$ cat config.mk
export PLATFORM = sky130hd
export DESIGN_NAME = alu_share_arbiter
export DESIGN_NICKNAME = d
export VERILOG_FILES = /design/src/rtl/alu_share_arbiter.sv
export SDC_FILE = /design/constraint.sdc
export NUM_CORES = 1
export LEC_CHECK = 0
export CAP_MARGIN = 10
export CORE_AREA = 2 2 132 134
export CTS_CLUSTER_SIZE = 30
export DETAILED_ROUTE_END_ITERATION = 6
export DIE_AREA = 0 0 134 136
export PLACE_DENSITY = 0.65
export SYNTH_ARGS = -nofsm -noshare
export SYNTH_HDL_FRONTEND = slang
export SYNTH_SLANG_ARGS = --single-unit
$ cat constraint.sdc
create_clock -name i_clk -period 3.3 [get_ports i_clk]
set_input_delay 0.99 -clock i_clk [delete_from_list [all_inputs] [get_ports i_clk]]
set_output_delay 0.99 -clock i_clk [all_outputs]
set_load 0.02 [all_outputs]
$ cat src/rtl/alu_share_arbiter.sv
// Two-requester arbiter time-sharing one external combinational ALU.
// Each requester owns a one-entry registered response slot; stalls feed a saturating counter.

module alu_share_slot (
  input  logic        i_clk,
  input  logic        i_rst,
  input  logic        i_grant,
  input  logic        i_ready,
  input  logic [31:0] i_result,
  input  logic        i_eq,
  input  logic        i_slt,
  output logic        o_valid,
  output logic [31:0] o_result,
  output logic        o_eq,
  output logic        o_slt
);
  logic        r_valid;
  logic [33:0] r_pay;

  // A grant wins over a drain so the slot can empty and refill in one cycle.
  always_ff @(posedge i_clk) begin
    if (i_rst) begin
      r_valid <= 1'b0;
      r_pay   <= '0;
    end else if (i_grant) begin
      r_valid <= 1'b1;
      r_pay   <= {i_result, i_eq, i_slt};
    end else if (i_ready) begin
      r_valid <= 1'b0;
    end
  end

  assign o_valid  = r_valid;
  assign o_result = r_pay[33:2];
  assign o_eq     = r_pay[1];
  assign o_slt    = r_pay[0];
endmodule

module alu_share_arbiter #(
  parameter int RR_EN = 1,
  parameter int CNT_W = 16
) (
  input  logic             i_clk,
  input  logic             i_rst,
  input  logic             i_req0_valid,
  output logic             o_req0_ready,
  input  logic [2:0]       i_req0_opsel,
  input  logic             i_req0_sub,
  input  logic             i_req0_unsigned,
  input  logic             i_req0_arith,
  input  logic [31:0]      i_req0_op1,
  input  logic [31:0]      i_req0_op2,
  input  logic             i_req1_valid,
  output logic             o_req1_ready,
  input  logic [2:0]       i_req1_opsel,
  input  logic             i_req1_sub,
  input  logic             i_req1_unsigned,
  input  logic             i_req1_arith,
  input  logic [31:0]      i_req1_op1,
  input  logic [31:0]      i_req1_op2,
  output logic             o_rsp0_valid,
  input  logic             i_rsp0_ready,
  output logic [31:0]      o_rsp0_result,
  output logic             o_rsp0_eq,
  output logic             o_rsp0_slt,
  output logic             o_rsp1_valid,
  input  logic             i_rsp1_ready,
  output logic [31:0]      o_rsp1_result,
  output logic             o_rsp1_eq,
  output logic             o_rsp1_slt,
  output logic [2:0]       o_alu_opsel,
  output logic             o_alu_sub,
  output logic             o_alu_unsigned,
  output logic             o_alu_arith,
  output logic [31:0]      o_alu_op1,
  output logic [31:0]      o_alu_op2,
  input  logic [31:0]      i_alu_result,
  input  logic             i_alu_eq,
  input  logic             i_alu_slt,
  output logic [CNT_W-1:0] o_conflict_cnt
);
  localparam int NUM_REQ = 2;

  typedef struct packed {
    logic [2:0]  opsel;
    logic        sub;
    logic        uns;
    logic        arith;
    logic [31:0] op1;
    logic [31:0] op2;
  } req_t;

  req_t [NUM_REQ-1:0]        w_req;
  req_t                      w_alu;
  logic [NUM_REQ-1:0]        w_vld;
  logic [NUM_REQ-1:0]        w_rsp_rdy;
  logic [NUM_REQ-1:0]        w_rsp_vld;
  logic [NUM_REQ-1:0]        w_avail;
  logic [NUM_REQ-1:0]        w_elig;
  logic [NUM_REQ-1:0]        w_grant;
  logic [NUM_REQ-1:0][31:0]  w_rsp_res;
  logic [NUM_REQ-1:0]        w_rsp_eq;
  logic [NUM_REQ-1:0]        w_rsp_slt;
  logic                      w_stall;
  logic                      r_last;
  logic [CNT_W-1:0]          r_cnt;

  assign w_req[0]  = '{i_req0_opsel, i_req0_sub, i_req0_unsigned, i_req0_arith,
                       i_req0_op1, i_req0_op2};
  assign w_req[1]  = '{i_req1_opsel, i_req1_sub, i_req1_unsigned, i_req1_arith,
                       i_req1_op1, i_req1_op2};
  assign w_vld     = {i_req1_valid, i_req0_valid};
  assign w_rsp_rdy = {i_rsp1_ready, i_rsp0_ready};
  assign w_avail   = ~w_rsp_vld | w_rsp_rdy;
  assign w_elig    = w_vld & w_avail;

  // On a tie, r_last names the previous winner; the other side goes next.
  always_comb begin
    w_grant = '0;
    case (w_elig)
      2'b01:   w_grant = 2'b01;
      2'b10:   w_grant = 2'b10;
      2'b11:   w_grant = (RR_EN != 0 && !r_last) ? 2'b10 : 2'b01;
      default: w_grant = '0;
    endcase
  end

  always_comb begin
    w_alu = '0;
    if (w_grant[1])      w_alu = w_req[1];
    else if (w_grant[0]) w_alu = w_req[0];
  end

  assign o_alu_opsel    = w_alu.opsel;
  assign o_alu_sub      = w_alu.sub;
  assign o_alu_unsigned = w_alu.uns;
  assign o_alu_arith    = w_alu.arith;
  assign o_alu_op1      = w_alu.op1;
  assign o_alu_op2      = w_alu.op2;

  assign o_req0_ready = w_grant[0];
  assign o_req1_ready = w_grant[1];
  assign w_stall      = |(w_vld & ~w_grant);

  always_ff @(posedge i_clk) begin
    if (i_rst) begin
      r_last <= 1'b1;
      r_cnt  <= '0;
    end else begin
      if (|w_grant) r_last <= w_grant[1];
      if (w_stall && r_cnt != {CNT_W{1'b1}}) r_cnt <= r_cnt + CNT_W'(1);
    end
  end

  assign o_conflict_cnt = r_cnt;

  for (genvar g = 0; g < NUM_REQ; g++) begin : g_slot
    alu_share_slot u_slot (
      .i_clk    (i_clk),
      .i_rst    (i_rst),
      .i_grant  (w_grant[g]),
      .i_ready  (w_rsp_rdy[g]),
      .i_result (i_alu_result),
      .i_eq     (i_alu_eq),
      .i_slt    (i_alu_slt),
      .o_valid  (w_rsp_vld[g]),
      .o_result (w_rsp_res[g]),
      .o_eq     (w_rsp_eq[g]),
      .o_slt    (w_rsp_slt[g])
    );
  end

  assign o_rsp0_valid  = w_rsp_vld[0];
  assign o_rsp0_result = w_rsp_res[0];
  assign o_rsp0_eq     = w_rsp_eq[0];
  assign o_rsp0_slt    = w_rsp_slt[0];
  assign o_rsp1_valid  = w_rsp_vld[1];
  assign o_rsp1_result = w_rsp_res[1];
  assign o_rsp1_eq     = w_rsp_eq[1];
  assign o_rsp1_slt    = w_rsp_slt[1];
endmodule

==> reports/metrics.csv <==
metric;value;unit
path_delay_family;buffers and inverters;
holdPathEnd;g_slot[1].u_slot.r_pay[20];
root_buffer;clkbuf_16;
ys_ff_latch;87;
numPortBuffers;337;
yosys-top-cells-count;nand2_1 (145), dfxtp_1 (87), a21oi_1 (82), a22o_1 (70), clkbuf_1 (33);
cp_data_required_time;2.31;ns
num_rows;48;
max_freq;300;MHz
hold_viol;0;
synth_top_area_share;43.7;%
h-tree-depth;3;
ant_nets;0;
synth.distinct_cells;40;
fill_cells;1600;
gp_congestion;0.882;
ys_warn_count;0;
grt_overflow;0;
arrival;2.34;ns
finalCritPeriodShare;101;%
grt_pass1_vias;4919;
rrSetupSlack;1.09;ns
ir_worst_vdd;242;uV
die_h;136;microns
pre_cts_ws;-0.851;ns
cts_tree;done;
clk_pin_slew;0.07;ns
p_total;3.49;mW
clockBufferDepth;2;
area_delta_synth_final;115;%
r2r_cells;6;
synth.net_count;680;
dpl-instance-area;7890;sq um
io_pins;338;
syn_inst;499;
dieArea;18200;sq um
crit_type;primary input to primary output;
crit_path_end_kind;primary output;
leakagePower;3.39;nW
yosysMostFrequentCell;nand2_1;
layout.nets;1032;
antenna_found_initial;2;
drtIter0Drc;311;
maxSlewHeadroom;50.1;%
crit_fanout;8;
grt_use_total;24.7;%
slew_violations;0;
reg2reg_from;o_conflict_cnt[0];
clock_sinks;87;
synth-main-ff-cell;dfxtp_1;
start_util;23.6;%
start_kind;primary input;
hpwlAfterDp;18400;microns
postCtsHoldBufs;0;
vias;5157;
violations;setup timing;
grt_pass1_wl;32300;microns
numCtsBuffers;9;
fin_area;8550;sq um
crit_path_max_incr_delay;0.25;ns
setup_viol;6;
grt_max_degree;40;
synth_area;3990;sq um
fin_crit;3.33;ns
synth.largest_area_cell;dfxtp_1;
r2r-end;o_conflict_cnt[8];
avgSynthCellArea;7.99;sq um
ys_seq_area_share;43.7;%
power_density;409;nW/um^2
layout-drive-gt1-share;20.4;%
hold_depth;2;
worst_pin_slew;0.748;ns
hold_class;flop to flop;
status;complete, but fails checks;
via_per_inst;4.77;
fin_ws;-0.0296;ns
first_pass_iters;5;
synth_area_leaders;dfxtp_1 (44%), a22o_1 (15%), nand2_1 (14%), a21oi_1 (10%), clkbuf_1 (3.1%);
min_from;g_slot[1].u_slot.r_pay[20];
critical-path-slowest-cell;a22o_4;
drv_cap;0;
clk_latency;0.35;ns
core_area;16900;sq um
rsz0062_at_grt;yes;
synth_edf_count;0;
skew;0.00585;ns
drc;0;
wl_per_cell;21.3;microns
die_x;134;microns
crit_chain;buf_6, nand2b_4, and2_4, a21o_4, clkinvlp_4, buf_12, a22o_4, buf_8;
crit_buf_inv;4;
whs;0.452;ns
synthArstFlopShare;0;%
routed_wl;23000;microns
==> logic make-up after synthesis <==
| family | share of synthesized area, % |
|---|---|
| adders and majority gates | 0.314 |
| and+or+nand+nor | 20.8 |
| muxes | 0.848 |
| DFF | 43.7 |
| AOI/OAI and AO/OA | 29.6 |
| buffers and inverters | 4.71 |
==> worst max path at each step <==
stage | endpoint | cells after the start | slack, ns | from
floorplan | o_alu_op1[12] | 7 | 0.001 | i_rsp0_ready
global placement | o_alu_op2[14] | 8 | -0.87 | i_rsp0_ready
detailed placement | o_alu_op2[14] | 8 | -0.85 | i_rsp0_ready
CTS | o_alu_op1[25] | 8 | -0.04 | i_rsp0_ready
global route | o_alu_op2[0] | 9 | -0.05 | i_rsp0_ready
finish | o_alu_op1[25] | 8 | -0.03 | i_rsp0_ready
==> flip-flops by register name (all words and copies together) (netlist names) <==
| name | cells |
|---|---|
| g_slot.u_slot.o_valid | 2 |
| g_slot.u_slot.r_pay | 68 |
| o_conflict_cnt | 16 |
| r_last | 1 |
==> per-stage QoR <==
stage	std cells	TNS [ns]	utilization, %
2_1_floorplan	499	0	-
3_3_place_gp	1049	-53.77	46.7
3_5_place_dp	1049	-52.78	46.7
4_1_cts	1080	-0.194	50.3
5_1_grt	1081	-0.587	50.6
6_report	1082	-0.0731	50.7
==> cell type report <==
type                    count  area [sq um]  area share, %
diodes                      1          2.50         0.0293
clock buffers              10           229           2.68
clock inverters             6          93.8           1.10
inverters                   5          31.3          0.366
multi-input cells         364          2280           26.7
flip-flops and latches     87          1740           20.4
well taps                 225           282           3.29
repair buffers            383          3880           45.4
repair inverters            1          7.51         0.0878
==> worst min-delay path, delay by kind of cell (launching register included) <==
family	cells	cell delay [ns]
simple gates	1	0.05
compound gates	1	0.05
flops	1	0.31
==> cell usage in the layout (no fill, tap or decap), drive strengths merged, types with 2 or more instances in the layout <==
master / n
clkdlybuf4s50: 260
nand2: 145
buf: 116
dfxtp: 87
a21oi: 83
a22o: 70
clkbuf: 12
o31ai: 8
or4: 8
nand3: 5
inv: 5
nor2b: 4
nor3: 4
nor2: 4
o21ai: 4
clkinv: 3
or3: 3
mux2: 3
nand2b: 2
and3: 2
nor4: 2
clkinvlp: 2
bufinv: 2
clkdlybuf4s15: 2
dlygate4sd2: 2
and2: 2
and4: 2
==> metal layers <==
metal	wire length, microns	vias up	share of wire [%]	GRT usage (%)
met1	9050	2391	39	28.5
met2	11000	229	48	41.2
met4	801	2	3.5	9.69
met3	2110	41	9.2	9.69
li1	-	2494	-	-
met5	13	-	0.056	0
==> repair_timing <==
action,CTS,global route
setup buffers,10,1
resized for setup,313,18
gates cloned,6,0
pin swaps,19,12
setup endpoints to repair,72,67
==> power by group <==
part | internal (mW) | switching, mW | leakage (nW)
combinational | 0.647 | 0.594 | 2.52
sequential | 1.11 | 0.0315 | 0.712
clock | 0.669 | 0.443 | 0.153
Power figures use the tool's default switching activity.
